**src/rtl/rd_sched_pkg.sv**
```systemverilog
// rd_sched_pkg: burst codes, window lengths, FSM encoding and settings layout for the read scheduler.
// Latency: n/a (types, constants and a pure function only).
// Backpressure: n/a.
package rd_sched_pkg;

  localparam logic [1:0] BL16 = 2'b00;
  localparam logic [1:0] BC8  = 2'b01;
  localparam logic [1:0] BL32 = 2'b10;

  localparam logic [4:0] CYC_BL16 = 5'd8;
  localparam logic [4:0] CYC_BC8  = 5'd4;
  localparam logic [4:0] CYC_BL32 = 5'd16;

  localparam logic [0:0] ST_IDLE   = 1'b0;
  localparam logic [0:0] ST_ACTIVE = 1'b1;

  localparam int SETT_W = 8;

  // Per-burst settings as queued and as presented to data_manager.
  typedef struct packed {
    logic [2:0] pre_amble;
    logic [1:0] bl;
    logic       post_amble;
    logic       crc_en;
    logic       crc_mode;
  } rd_sett_t;

  // Window length in cycles; the reserved code 11 behaves like BL16, CRC adds one beat.
  function automatic logic [4:0] burst_len(input logic [1:0] bl, input logic crc_en);
    logic [4:0] len;
    case (bl)
      BL16:    len = CYC_BL16;
      BC8:     len = CYC_BC8;
      BL32:    len = CYC_BL32;
      default: len = CYC_BL16;
    endcase
    return len + {4'd0, crc_en};
  endfunction

endpackage

```
**src/rtl/rd_cmd_fifo.sv**
```systemverilog
// rd_cmd_fifo: DEPTH x W first-word-fall-through queue with synchronous flush.
// Latency: pushed word is visible on pop_dat_o the edge after the push.
// Backpressure: pushes while full and pops while empty are ignored; full_o is registered.
module rd_cmd_fifo #(
  parameter int DEPTH = 4,
  parameter int W     = 8
) (
  input  logic         clk_i,
  input  logic         reset_n_i,
  input  logic         flush_i,
  input  logic         push_i,
  input  logic [W-1:0] push_dat_i,
  input  logic         pop_i,
  output logic [W-1:0] pop_dat_o,
  output logic         full_o,
  output logic         empty_o
);

  localparam int AW = (DEPTH > 1) ? $clog2(DEPTH) : 1;
  localparam int CW = $clog2(DEPTH + 1);

  logic [W-1:0]  r_mem [DEPTH];
  logic [AW-1:0] r_wr;
  logic [AW-1:0] r_rd;
  logic [CW-1:0] r_cnt;
  logic          w_push;
  logic          w_pop;

  assign full_o    = (r_cnt == CW'(DEPTH));
  assign empty_o   = (r_cnt == '0);
  assign w_push    = push_i && !full_o;
  assign w_pop     = pop_i && !empty_o;
  assign pop_dat_o = r_mem[r_rd];

  // Storage array; contents need no reset since occupancy is tracked separately.
  always_ff @(posedge clk_i) begin
    if (w_push) r_mem[r_wr] <= push_dat_i;
  end

  // Pointers and occupancy; DEPTH is a power of two so pointers wrap naturally.
  always_ff @(posedge clk_i or negedge reset_n_i) begin
    if (!reset_n_i) begin
      r_wr  <= '0;
      r_rd  <= '0;
      r_cnt <= '0;
    end else if (flush_i) begin
      r_wr  <= '0;
      r_rd  <= '0;
      r_cnt <= '0;
    end else begin
      if (w_push) r_wr <= r_wr + AW'(1);
      if (w_pop)  r_rd <= r_rd + AW'(1);
      case ({w_push, w_pop})
        2'b10:   r_cnt <= r_cnt + CW'(1);
        2'b01:   r_cnt <= r_cnt - CW'(1);
        default: r_cnt <= r_cnt;
      endcase
    end
  end

endmodule

```
**src/rtl/rd_cmd_scheduler.sv**
```systemverilog
// rd_cmd_scheduler: queues read commands and opens dfi_rddata_en windows with per-burst settings; RD_SCHED_PERF_EN adds pop/seamless counters.
// Latency: window opens max(rddata_en_lat_i,1) edges after accept; due bursts follow each other with zero gap.
// Backpressure: cmd_ready_o low while the DEPTH-entry queue is full or en_i is low; en_i low flushes everything pending.
module rd_cmd_scheduler
  import rd_sched_pkg::*;
#(
  parameter int DEPTH   = 4,
  parameter int MAX_LAT = 32
) (
  input  logic       clk_i,
  input  logic       reset_n_i,
  input  logic       en_i,
  input  logic [4:0] rddata_en_lat_i,
  input  logic       cmd_valid_i,
  output logic       cmd_ready_o,
  input  logic [2:0] cmd_pre_amble_i,
  input  logic [1:0] cmd_bl_i,
  input  logic       cmd_post_amble_i,
  input  logic       cmd_crc_en_i,
  input  logic       cmd_crc_mode_i,
  output logic       dfi_rddata_en_o,
  output logic [2:0] pre_amble_sett_o,
  output logic [1:0] bl_o,
  output logic       post_amble_sett_o,
  output logic       read_crc_enable_o,
  output logic       phy_crc_mode_o,
  output logic       idle_o,
  output logic       collision_o
`ifdef RD_SCHED_PERF_EN
  ,
  output logic [15:0] burst_cnt_o,
  output logic [15:0] seamless_cnt_o
`endif
);

  localparam int CW = $clog2(DEPTH + 1);

  logic [MAX_LAT-1:0] r_dly;
  logic [CW-1:0]      r_due;
  logic [0:0]         r_state;
  logic [4:0]         r_cnt;
  logic               r_run;
  logic               r_coll;
  rd_sett_t           r_sett;

  rd_sett_t           w_in;
  rd_sett_t           w_head;
  logic [SETT_W-1:0]  w_head_dat;
  logic               w_full;
  logic               w_empty;
  logic [4:0]         w_tap;
  logic [5:0]         w_clr_pos;
  logic [MAX_LAT-1:0] w_dly_nxt;
  logic               w_exit;
  logic               w_push;
  logic               w_pop;
  logic               w_seam;
  logic               w_coll;

  assign w_in.pre_amble  = cmd_pre_amble_i;
  assign w_in.bl         = cmd_bl_i;
  assign w_in.post_amble = cmd_post_amble_i;
  assign w_in.crc_en     = cmd_crc_en_i;
  assign w_in.crc_mode   = cmd_crc_mode_i;
  assign w_head          = w_head_dat;

  // r_run keeps ready low while reset is asserted and for the first edge after it.
  assign cmd_ready_o = r_run && en_i && !w_full;
  assign w_push      = cmd_valid_i && cmd_ready_o;

  // Marker pushed into bit 0 sits at bit L-1 in the cycle before its L-th edge.
  assign w_tap     = (rddata_en_lat_i == 5'd0) ? 5'd0 : rddata_en_lat_i - 5'd1;
  assign w_exit    = r_dly[w_tap];
  // Exiting markers are cleared so the line only ever holds pending ones.
  assign w_clr_pos = {1'b0, w_tap} + 6'd1;
  assign w_dly_nxt = {r_dly[MAX_LAT-2:0], w_push} & ~(MAX_LAT'(1) << w_clr_pos);

  assign w_pop  = en_i && ((r_due != '0) || w_exit) &&
                  ((r_state == ST_IDLE) || (r_cnt == 5'd0));
  assign w_seam = w_pop && (r_state == ST_ACTIVE);
  assign w_coll = en_i && w_exit && (r_state == ST_ACTIVE) && (r_cnt != 5'd0);

  rd_cmd_fifo #(.DEPTH(DEPTH), .W(SETT_W)) u_fifo (
    .clk_i      (clk_i),
    .reset_n_i  (reset_n_i),
    .flush_i    (!en_i),
    .push_i     (w_push),
    .push_dat_i (w_in),
    .pop_i      (w_pop),
    .pop_dat_o  (w_head_dat),
    .full_o     (w_full),
    .empty_o    (w_empty)
  );

  // Reset-release qualifier for cmd_ready_o.
  always_ff @(posedge clk_i or negedge reset_n_i) begin
    if (!reset_n_i) r_run <= 1'b0;
    else            r_run <= 1'b1;
  end

  // Latency delay line and count of launches that are due but not yet popped.
  always_ff @(posedge clk_i or negedge reset_n_i) begin
    if (!reset_n_i) begin
      r_dly <= '0;
      r_due <= '0;
    end else if (!en_i) begin
      r_dly <= '0;
      r_due <= '0;
    end else begin
      r_dly <= w_dly_nxt;
      case ({w_exit, w_pop})
        2'b10:   r_due <= r_due + CW'(1);
        2'b01:   r_due <= r_due - CW'(1);
        default: r_due <= r_due;
      endcase
    end
  end

  // Window FSM: a pop (re)loads the beat counter, ACTIVE ends when it hits zero with nothing due.
  always_ff @(posedge clk_i or negedge reset_n_i) begin
    if (!reset_n_i) begin
      r_state <= ST_IDLE;
      r_cnt   <= 5'd0;
    end else if (!en_i) begin
      r_state <= ST_IDLE;
      r_cnt   <= 5'd0;
    end else if (w_pop) begin
      r_state <= ST_ACTIVE;
      r_cnt   <= burst_len(w_head.bl, w_head.crc_en) - 5'd1;
    end else if (r_state == ST_ACTIVE) begin
      if (r_cnt == 5'd0) r_state <= ST_IDLE;
      else               r_cnt   <= r_cnt - 5'd1;
    end
  end

  // Settings follow the popped command and are held otherwise, including across a flush.
  always_ff @(posedge clk_i or negedge reset_n_i) begin
    if (!reset_n_i)  r_sett <= '0;
    else if (w_pop)  r_sett <= w_head;
  end

  // Sticky flag: a launch came due while the previous window was still running.
  always_ff @(posedge clk_i or negedge reset_n_i) begin
    if (!reset_n_i)  r_coll <= 1'b0;
    else if (w_coll) r_coll <= 1'b1;
  end

  assign dfi_rddata_en_o   = (r_state == ST_ACTIVE);
  assign pre_amble_sett_o  = r_sett.pre_amble;
  assign bl_o              = r_sett.bl;
  assign post_amble_sett_o = r_sett.post_amble;
  assign read_crc_enable_o = r_sett.crc_en;
  assign phy_crc_mode_o    = r_sett.crc_mode;
  assign idle_o            = w_empty && (r_dly == '0) && (r_state == ST_IDLE);
  assign collision_o       = r_coll;

`ifdef RD_SCHED_PERF_EN
  logic [15:0] r_burst_cnt;
  logic [15:0] r_seam_cnt;

  // Saturating counts of pops and of zero-gap reloads.
  always_ff @(posedge clk_i or negedge reset_n_i) begin
    if (!reset_n_i) begin
      r_burst_cnt <= 16'd0;
      r_seam_cnt  <= 16'd0;
    end else if (!en_i) begin
      r_burst_cnt <= 16'd0;
      r_seam_cnt  <= 16'd0;
    end else begin
      if (w_pop && (r_burst_cnt != 16'hFFFF)) r_burst_cnt <= r_burst_cnt + 16'd1;
      if (w_seam && (r_seam_cnt != 16'hFFFF)) r_seam_cnt  <= r_seam_cnt + 16'd1;
    end
  end

  assign burst_cnt_o    = r_burst_cnt;
  assign seamless_cnt_o = r_seam_cnt;
`else
  // Default build carries no counters; w_seam only feeds them.
  logic w_seam_unused;
  assign w_seam_unused = w_seam;
`endif

endmodule
```
**config.mk**
```make
export PLATFORM = sky130hd
export DESIGN_NAME = rd_cmd_scheduler
export DESIGN_NICKNAME = d
export VERILOG_FILES = /design/src/rtl/rd_sched_pkg.sv /design/src/rtl/rd_cmd_fifo.sv /design/src/rtl/rd_cmd_scheduler.sv
export SDC_FILE = /design/constraint.sdc
export NUM_CORES = 1
export LEC_CHECK = 0
export BUFFER_PORTS_ARGS = -buffer_cell sky130_fd_sc_hd__buf_4
export CAP_MARGIN = 20
export CELL_PAD_IN_SITES_DETAIL_PLACEMENT = 1
export CELL_PAD_IN_SITES_GLOBAL_PLACEMENT = 1
export CORE_MARGIN = 1
export CORE_UTILIZATION = 45
export CTS_CLUSTER_SIZE = 30
export DETAILED_ROUTE_END_ITERATION = 7
export GPL_TIMING_DRIVEN = 0
export PLACE_DENSITY_LB_ADDON = 0.08
export SYNTH_ARGS = -nofsm -noshare
export SYNTH_HDL_FRONTEND = slang
export SYNTH_SLANG_ARGS = --single-unit
```
**constraint.sdc**
```tcl
create_clock -name clk_i -period 6.5 [get_ports clk_i]
set_input_delay 0.65 -clock clk_i [delete_from_list [all_inputs] [get_ports clk_i]]
set_output_delay 0.65 -clock clk_i [all_outputs]
set_load 0.02 [all_outputs]
```
==> results of run 1 <==
## cells in the final DEF (no fill, tap or decap), types with 3 or more instances in the layout
| cell | synthesis | routed |
|---|---|---|
| dfrtp_1 | 58 | 58 |
| nand2_1 | 48 | 48 |
| edfxtp_1 | 32 | 32 |
| a21oi_1 | 29 | 29 |
| buf_4 | 1 | 27 |
| nor2_1 | 17 | 17 |
| nor3_1 | 16 | 16 |
| inv_1 | 14 | 14 |
| mux2i_1 | 14 | 14 |
| o21ai_0 | 12 | 12 |
| nor4_1 | 12 | 12 |
| clkbuf_1 | 9 | 10 |
| ha_1 | 10 | 10 |
| nand2b_1 | 9 | 9 |
| clkbuf_8 | 0 | 9 |
| nand3_1 | 8 | 8 |
| a31oi_1 | 8 | 8 |
| mux4_2 | 7 | 7 |
| mux2_4 | 7 | 7 |
| and2_1 | 6 | 6 |
| and3_1 | 6 | 6 |
| buf_2 | 5 | 5 |
| xnor2_1 | 5 | 5 |
| o21a_1 | 5 | 5 |
| a211oi_1 | 5 | 5 |
| o311a_1 | 3 | 3 |
## cell families after synthesis
family	share of synthesized area, %
flops	52.85
fa+ha+maj	3.618
mux	9.073
simple gates	16.75
buf+inv	3.097
other cells	0.08216
xor+xnor	1.700
compound gates	12.83
## layout make-up
cell class              instances  area (µm²)
plain buffers                  17       88.84
clock buffers                  10       127.6
clock inverters                 6       75.07
fillers                      1119        4691
inverters                      14       52.55
multi-input cells             275        2011
flip-flops and latches         90        2412
well taps                     133       166.4
repair buffers                 26       195.2
## sequential cells by signal, indices dropped and copies added, names as in the netlist
register	count
dfi_rddata_en_o	1
u_fifo.r_mem	32
read_crc_enable_o	1
post_amble_sett_o	1
r_dly	32
bl_o	2
r_run	1
r_due	3
pre_amble_sett_o	3
u_fifo.r_wr	2
collision_o	1
u_fifo.r_rd	2
u_fifo.r_cnt	3
r_cnt	5
phy_crc_mode_o	1
## metal layers
metal / vias to the layer above / track usage [%]
li1: 1535 / -
met1: 1659 / 32.81
met2: 78 / 40.67
met3: 19 / 3.797
met4: 0 / 9.560
met5: - / 0
## through the flow
step / worst slack [ns] / std cells / utilization [%]
6_report: 2.629 / 571 / 52.23
5_1_grt: 2.376 / 571 / 52.23
4_1_cts: 2.619 / 571 / 52.23
3_5_place_dp: 2.234 / 555 / 50.17
3_3_place_gp: 2.299 / 555 / 50.17
2_1_floorplan: 3.017 / 396 / -
## path summary, 6_finish.rpt
kind	endpoint	slack, ns	depth (start not counted)
worst max-delay path	u_fifo.r_cnt[2]$_DFFE_PN0P_	2.63	14
worst min-delay path	r_dly[12]$_DFF_PN0_	0.33	1
worst max register to register	u_fifo.r_cnt[2]$_DFFE_PN0P_	3.60	11
worst min register to register	collision_o$_DFFE_PN0P_	0.47	1
max in group asynchronous	r_cnt[0]$_DFFE_PN0P_	5.62	1
min in group clk_i	collision_o$_DFFE_PN0P_	0.47	1
## power by group
group          total [mW]  switching [mW]  internal (mW)
clock network       0.402           0.218          0.184
logic               0.582           0.330          0.252
registers           0.707          0.0560          0.651
total                1.69           0.604           1.09
==> results_dict.tcl, run 1 <==
set metrics [dict create \
    status "finished clean" \
    yosysSeqAreaShare_pct 52.85 \
    dp_hpwl_um 8634 \
    cellPowerDensity_mw_per_mm2 329.7 \
    cts.clk_slew.worst_paths_ns 0.10 \
    slew_violations 0 \
    critPathMaxStageDelay_ns 0.63 \
    port_buffers 26 \
    power_mw 1.691 \
    path_common_cell "mux2i_1" \
    cp-start-kind "input pin" \
    ys.warnings.count 0 \
    met1_length_um 5449 \
    synth.distinct_cells 63 \
    synth-edff-count 32 \
    startpoint "rddata_en_lat_i[0]" \
    boundaryPins 29 \
    hold_ws_ns 0.3284 \
    dr_wl_met3_um 404 \
    core_mm2 0.009819 \
    ys.flop_type "dfrtp_1" \
    yosysMostFrequentCell "dfrtp_1" \
    post-route-min-period_ns 3.871 \
    maxCapViolCount 0 \
    die_y_um 102.7 \
    cp.arrival_ns 4.16 \
    area_growth_pct 12.36 \
    gp_congestion 0.9133 \
    postCtsSetupRepairBufs 0 \
    drtAntennaViolNets 0 \
    p_leak_nw 2.165 \
    drive_gt1_share_pct 17.81 \
    fin_nets 462 \
    path_max_fanout 10 \
    synthTopCellsByArea "dfrtp_1 (32%), edfxtp_1 (21%), nand2_1 (3.9%)" \
    tns_ns 0 \
    clock_sinks 90 \
    worst_r2r_startpoint "r_dly[23]$_DFF_PN0_" \
    worstSkewPairLatency_ns 0.37 \
    yosysTopAreaCell "dfrtp_1" \
    cp-end-kind "register" \
    cts_buffers 9 \
    required_ns 6.79 \
    num_rows 36 \
    drt_wl_total_um 11880 \
    async_reset_ff_share_pct 64.44 \
    via_per_inst 5.764 \
    grt_max_degree 59 \
    hold_viol_final 0 \
    cts.path.max_buffers 2 \
    vias 3291 \
    setup_viol 0 \
    critical-path-top-delay-family "simple AND/OR/NAND/NOR gates" \
    syn_inst 396 \
    diodes 0 \
    cts_tree "yes" \
    period_share_pct 59.55 \
    drtPass1Iterations 4 \
    tightest_slew_ns 1.056 \
    cp_cell_sequence "buf_4, inv_1, ha_1, nor4b_4, nor2_1, a221o_1, a31oi_2, a22oi_4, nor2_8, nor3_1, fa_1, and3_1, mux2i_1, mux2i_1" \
    die_area_mm2 0.01055 \
    grt_antenna_before_repair 0 \
    syn_area_per_cell_um2 11.53 \
    htreeDepth 3 \
    holdBufCountCts 0 \
    final_area_mm2 0.005129 \
    syn-cell-area_mm2 0.004564 \
    dpl_cell_area_mm2 0.004926 \
    cp_slowest_cell "nor4b_4" \
    peakVddDrop_mv 0.1907 \
    hold_class "input pin to asynchronous set/reset pin" \
    cts_root_buf "clkbuf_8" \
    crit_buf_inv 2 \
    slew-limit-headroom_pct 29.04 \
    grt_util_all_layers_pct 24.64 \
    synth_nets 425 \
    drtIter0Drc 137 \
    grt_pass1_vias 3418 \
    cts-resized-gates 0 \
    grt_first_pass_wirelength_um 18650 \
    skew_ns 0.01094 \
    dr_wl_met2_um 5768 \
    synth_top_area_share_pct 31.80 \
    top_layer "met4" \
    initial_core_util_pct 46.48 \
    crit_type "input pin to register" \
    grt_overflow 0 \
    dieWidth_um 102.7 \
    yosys_register_bits 90 \
    remaining_drc_errors 0 \
    wl_per_cell_um 20.81 \
    netlist_top_cells_count "dfrtp_1 (58), nand2_1 (48), edfxtp_1 (32)" \
    max_freq_mhz 258.3 \
    rsz0062_at_grt "false" \
]
Note: power is estimated with default switching activity, not from simulation.
==> inputs of run 2 (changes only) <==
Clock period 6.5 ns to 3.75 ns, I/O delays scaled along.
==> run 2 against run 1 <==
  * Sequential share of layout area fell by 0.27 points
  * Combinational power increased by 74%
  * Design area up 0.59%
  * Power increased by 74%
  * Hold slack worse by 0.27 ns
  * Cell count increased by 0.70%
  * Clock power increased by 74%
  * Core utilization grew 0.31 points
  * Register-to-register slack got worse by 2.8 ns
==> results_dict.tcl, run 2 (synthesized netlist as in run 1, its figures left out) <==
set metrics [dict create \
    cp-end-kind "register" \
    path_max_fanout 10 \
    core_mm2 0.009819 \
    clkPwrFrac_pct 23.9 \
    required_ns 4.05 \
    combPwrFrac_pct 34.4 \
    critPathMaxStageDelay_ns 0.41 \
    cp.arrival_ns 3.78 \
    vias 3325 \
    grt_first_pass_wirelength_um 18650 \
    boundaryPins 29 \
    tns_ns 0 \
    num_rows 36 \
    cts.clk_slew.worst_paths_ns 0.09 \
    p_switching_mw 1.049 \
    cts-resized-gates 0 \
    final_common_cell "dfrtp_1" \
    drtAntennaViolNets 0 \
    grt_pass1_vias 3418 \
    cts_buffers 9 \
    layout_common_cells "dfrtp_1 (58), nand2_1 (48), edfxtp_1 (32)" \
    cts_tree "yes" \
    skew_ns 0.01152 \
    power_mw 2.934 \
    dpl_cell_area_mm2 0.004926 \
    maxCapViolCount 0 \
    drive_gt1_share_pct 18.55 \
    grt_antenna_before_repair 0 \
    die_y_um 102.7 \
    fin_nets 466 \
    slew_violations 0 \
    grt_overflow 0 \
    wl_per_cell_um 20.89 \
    remaining_drc_errors 0 \
    cp_slowest_cell "a22oi_4" \
    die_area_mm2 0.01055 \
    period_share_pct 92.83 \
    gp_congestion 0.9133 \
    cts_root_buf "clkbuf_8" \
    hold_viol_final 0 \
    top_regs "r_dly x32, u_fifo.r_mem x32, r_cnt x5" \
    hold_class "input pin to asynchronous set/reset pin" \
    p_int_mw 1.885 \
    cp_cell_sequence "buf_4, inv_1, ha_1, buf_4, buf_2, buf_2, a211oi_1, o31ai_2, a31oi_2, a22oi_4, nor2_8, nor3_1, fa_1, nor2_1, mux2i_1, mux2i_1" \
    max_freq_mhz 287.3 \
    initial_core_util_pct 46.48 \
    grt_max_degree 59 \
    via_per_inst 5.783 \
    final_area_mm2 0.005159 \
    setup_viol 0 \
    tightest_slew_ns 1.056 \
    peakVddDrop_mv 0.3306 \
    drt_wl_total_um 12010 \
    rsz0062_at_grt "false" \
    drtPass1Iterations 4 \
    switching_share_pct 35.75 \
    diodes 0 \
    grt_util_all_layers_pct 24.64 \
    htreeDepth 3 \
    post-route-min-period_ns 3.481 \
    port_buffers 26 \
    worstSkewPairLatency_ns 0.37 \
    cellPowerDensity_mw_per_mm2 568.8 \
    area_growth_pct 13.02 \
    p_leak_nw 2.186 \
    power.share.sequential_pct 41.8 \
    slew-limit-headroom_pct 28.98 \
    hold_ws_ns 0.05572 \
    dp_hpwl_um 8634 \
    cts.path.max_buffers 2 \
    crit_type "input pin to register" \
    drtIter0Drc 166 \
    dieWidth_um 102.7 \
    cp-start-kind "input pin" \
    clock_sinks 90 \
    utilization_pct 52.54 \
    status "finished clean" \
]
-- run 2: stage by stage --
step / cells / worst slack, ns
after CTS: 571 / 0.1436
after detailed placement: 555 / -0.2413
after floorplan: 396 / 0.5418
after global routing: 575 / 0.02924
final: 575 / 0.2688
after global placement: 555 / -0.1764
-- run 2: power by group through the flow --
stage	Sequential (mW)	Clock (mW)	Combinational, mW
global placement	1.24	0	0.983
detailed placement	1.24	0	1.02
global route	1.24	0.745	1.10
floorplan	1.28	0	0.646
finish	1.23	0.701	1.01
CTS	1.22	0.709	1.02
-- run 2: worst paths after layout --
| path | from | to | slack [ns] | depth (start not counted) |
|---|---|---|---|---|
| max in group asynchronous | reset_n_i | r_cnt[0]$_DFFE_PN0P_ | 3.15 | 1 |
| setup / recovery | rddata_en_lat_i[0] | u_fifo.r_cnt[2]$_DFFE_PN0P_ | 0.27 | 16 |
| min in group clk_i | cmd_post_amble_i | u_fifo.r_mem[0][2]$_DFFE_PP_ | 0.20 | 1 |
| hold / removal | reset_n_i | r_dly[12]$_DFF_PN0_ | 0.06 | 1 |
| setup reg to reg | r_cnt[0]$_DFFE_PN0P_ | r_due[2]$_DFFE_PN0P_ | 0.84 | 10 |
| hold reg to reg | collision_o$_DFFE_PN0P_ | collision_o$_DFFE_PN0P_ | 0.47 | 1 |
-- run 2: area by class of cell --
type	instances	area (µm²)
fill	1119	4661
clock buffer	10	127.6
timing repair buffer	30	225.2
tap	133	166.4
buffer	17	88.84
clock inverter	6	75.07
sequential	90	2412
multi-input combinational	275	2011
inverter	14	52.55
-- run 2: critical path, delay by kind of cell --
kind                     cells  cell delay, ns
buffers and inverters        5            0.97
multiplexers                 2            0.36
AND/OR/NAND/NOR              3            0.50
AO/OA/AOI/OAI                4            0.96
adder cells (fa/ha/maj)      2            0.59
-- run 2: routing by layer --
metal	share of wire, %	wire length, µm	track usage (%)
met2	48	5822	40.67
met5	0	0	0
met3	4.0	477	3.797
met4	2.2	267	9.560
met1	45	5446	32.81
-- run 2: timing repair --
action / 4_1_cts / 5_1_grt
hold buffers: 0 / 0
endpoints found under the setup margin: 0 / 1
setup buffers: 0 / 4
==> inputs of run 3 (changes only) <==
Settings changed: CORE_UTILIZATION 45 to 49.
==> run 3 against run 2 <==
  * Largest cell class unchanged
  * Hold slack worse by 0.0040 ns
  * Global-route usage increased by 2.0 points
  * Non-clock buffer count is 1 higher
  * Via count is 2.9% higher
  * Register-to-register slack improved by 0.05 ns
  * Largest power group unchanged
  * First-iteration DRC count up 34%
  * Critical path depth did not move
  * Sequential share of layout area up 0.15 points
  * Highest routed layer unchanged
  * Die area shrank 8.0%
  * Sequential power about the same
  * Wire length up 0.43%
==> results_dict.tcl, run 3 (synthesized netlist as in run 1, its figures left out) <==
set metrics [dict create \
    htreeDepth 3 \
    cp-start-kind "input pin" \
    slew-limit-headroom_pct 24.86 \
    maxCapViolCount 0 \
    remaining_drc_errors 0 \
    status "finished clean" \
    worst_r2r_startpoint "r_dly[5]$_DFF_PN0_" \
    wl_per_cell_um 21.89 \
    grt_antenna_before_repair 0 \
    initial_core_util_pct 51.58 \
    grt_pass1_vias 3573 \
    layout_common_cells "dfrtp_1 (58), nand2_1 (48), buf_4 (32), edfxtp_1 (32), a21oi_1 (29)" \
    grt_max_degree 59 \
    p_leak_nw 2.191 \
    path_max_fanout 9 \
    period_share_pct 94.84 \
    die_area_mm2 0.009705 \
    cts_tree "yes" \
    tightest_slew_ns 1.117 \
    required_ns 4.00 \
    dp.cells 530 \
    cts_root_buf "clkbuf_8" \
    cellPowerDensity_mw_per_mm2 567.1 \
    cts.path.max_buffers 2 \
    drt_wl_total_um 12060 \
    holdBufCountCts 0 \
    gp_congestion 0.9520 \
    ff2ff_path_depth 11 \
    drtIter0Drc 223 \
    dieWidth_um 98.52 \
    die_y_um 98.52 \
    regToRegSetupSlack_ns 0.89 \
    skew_ns 0.01223 \
    boundaryPins 29 \
    post-route-min-period_ns 3.556 \
    hold_viol_final 0 \
    grt_first_pass_wirelength_um 19550 \
    drtPass1Iterations 7 \
    peakVddDrop_mv 0.2835 \
    grt_overflow 0 \
    hold_class "input pin to asynchronous set/reset pin" \
    slew_violations 0 \
    clock_sinks 90 \
    grt_util_all_layers_pct 26.64 \
    diodes 0 \
    worstSkewPairLatency_ns 0.37 \
    core_mm2 0.008848 \
    top_regs "r_dly x32, u_fifo.r_mem x32, r_cnt x5" \
    area_growth_pct 12.66 \
    max_freq_mhz 281.2 \
    via_per_inst 6.211 \
    final_common_cell "dfrtp_1" \
    rsz0062_at_grt "false" \
    cp-end-kind "register" \
    cts.clk_slew.worst_paths_ns 0.11 \
    power_mw 2.916 \
    cp.arrival_ns 3.81 \
    dp_hpwl_um 8782 \
    setup_viol 0 \
    drtAntennaViolNets 0 \
    cts_buffers 9 \
    num_rows 34 \
    crit_type "input pin to register" \
    fin_nets 467 \
    r2r-end "u_fifo.r_cnt[2]$_DFFE_PN0P_" \
    finalNonFillerCells 551 \
    drive_gt1_share_pct 19.41 \
    port_buffers 26 \
    n_fill_cell 963 \
    vias 3422 \
]
[run 3: cell count changes in the layout (fill, tap and decap cells not counted), sizes merged]
cell,before,now
buf,38,39
bufinv,1,0
clkbuf,19,18
clkinv,1,2
inv,17,18
[run 3: worst max path at each step]
stage                                  end  slack, ns  cells past startpoint               start
6_report              r_due[2]$_DFFE_PN0P_       0.19                     16  rddata_en_lat_i[0]
3_5_place_dp   u_fifo.r_cnt[2]$_DFFE_PN0P_      -0.25                     14  rddata_en_lat_i[0]
5_1_grt        u_fifo.r_cnt[2]$_DFFE_PN0P_       0.01                     16  rddata_en_lat_i[0]
4_1_cts        u_fifo.r_cnt[2]$_DFFE_PN0P_       0.12                     14  rddata_en_lat_i[0]
2_1_floorplan  u_fifo.r_cnt[2]$_DFFE_PN0P_       0.54                     15  rddata_en_lat_i[0]
3_3_place_gp   u_fifo.r_cnt[2]$_DFFE_PN0P_      -0.20                     14  rddata_en_lat_i[0]
[run 3: stage by stage]
step,hold slack [ns],util (%),setup WS (ns),area (µm²),setup TNS (ns)
after floorplan,0.07941,-,0.5418,4564,0
after global placement,0.4439,55.32,-0.1994,4895,-0.1994
after detailed placement,0.4648,55.32,-0.2537,4895,-0.3270
after CTS,0.07211,57.58,0.1203,5095,0
after global routing,0.1190,58.12,0.01116,5142,0
final,0.05171,58.12,0.1937,5142,0
[run 3: power by group]
group          total (mW)  switching [mW]  internal, mW
combinational        1.01           0.575         0.440
sequential           1.22          0.0968          1.13
clock               0.677           0.410         0.267
[run 3: final cells by class]
| class | instances | area (µm²) | share of cell area [%] |
|---|---|---|---|
| Sequential cell | 90 | 2412 | 46.91 |
| Multi-Input combinational cell | 275 | 2017 | 39.22 |
| Timing Repair Buffer | 31 | 232.7 | 4.526 |
| Tap cell | 108 | 135.1 | 2.628 |
| Clock buffer | 9 | 123.9 | 2.409 |
| Buffer | 17 | 88.84 | 1.727 |
| Clock inverter | 7 | 76.32 | 1.484 |
| Inverter | 14 | 56.30 | 1.095 |
[run 3: metal layers]
| layer | part of all wire, % | routed length [µm] | GRT usage, % | up-vias |
|---|---|---|---|---|
| met4 | 0.79 | 95 | 6.544 | 0 |
| met5 | 0 | 0 | 0 | - |
| met2 | 48 | 5767 | 42.20 | 111 |
| met3 | 6.0 | 721 | 5.957 | 8 |
| li1 | - | - | - | 1541 |
| met1 | 45 | 5480 | 37.57 | 1762 |
[run 3: critical path: stages]
cell and delay (ns):
buf_4 0.13, clkinvlp_4 0.17, ha_1 0.32, nor4b_4 0.16, buf_4 0.17, buf_4 0.14
nor3_2 0.48, a221oi_2 0.11, a211o_2 0.34, a22oi_4 0.33, buf_4 0.19, nor3_4 0.05
fa_1 0.44, nor2_1 0.13, a32oi_1 0.13, mux2i_1 0.15
[run 3: repair_timing]
| action | in CTS | in global routing |
|---|---|---|
| gates resized for setup | 0 | 2 |
| endpoints found under the setup margin | 0 | 1 |
| buffers inserted | 0 | 5 |
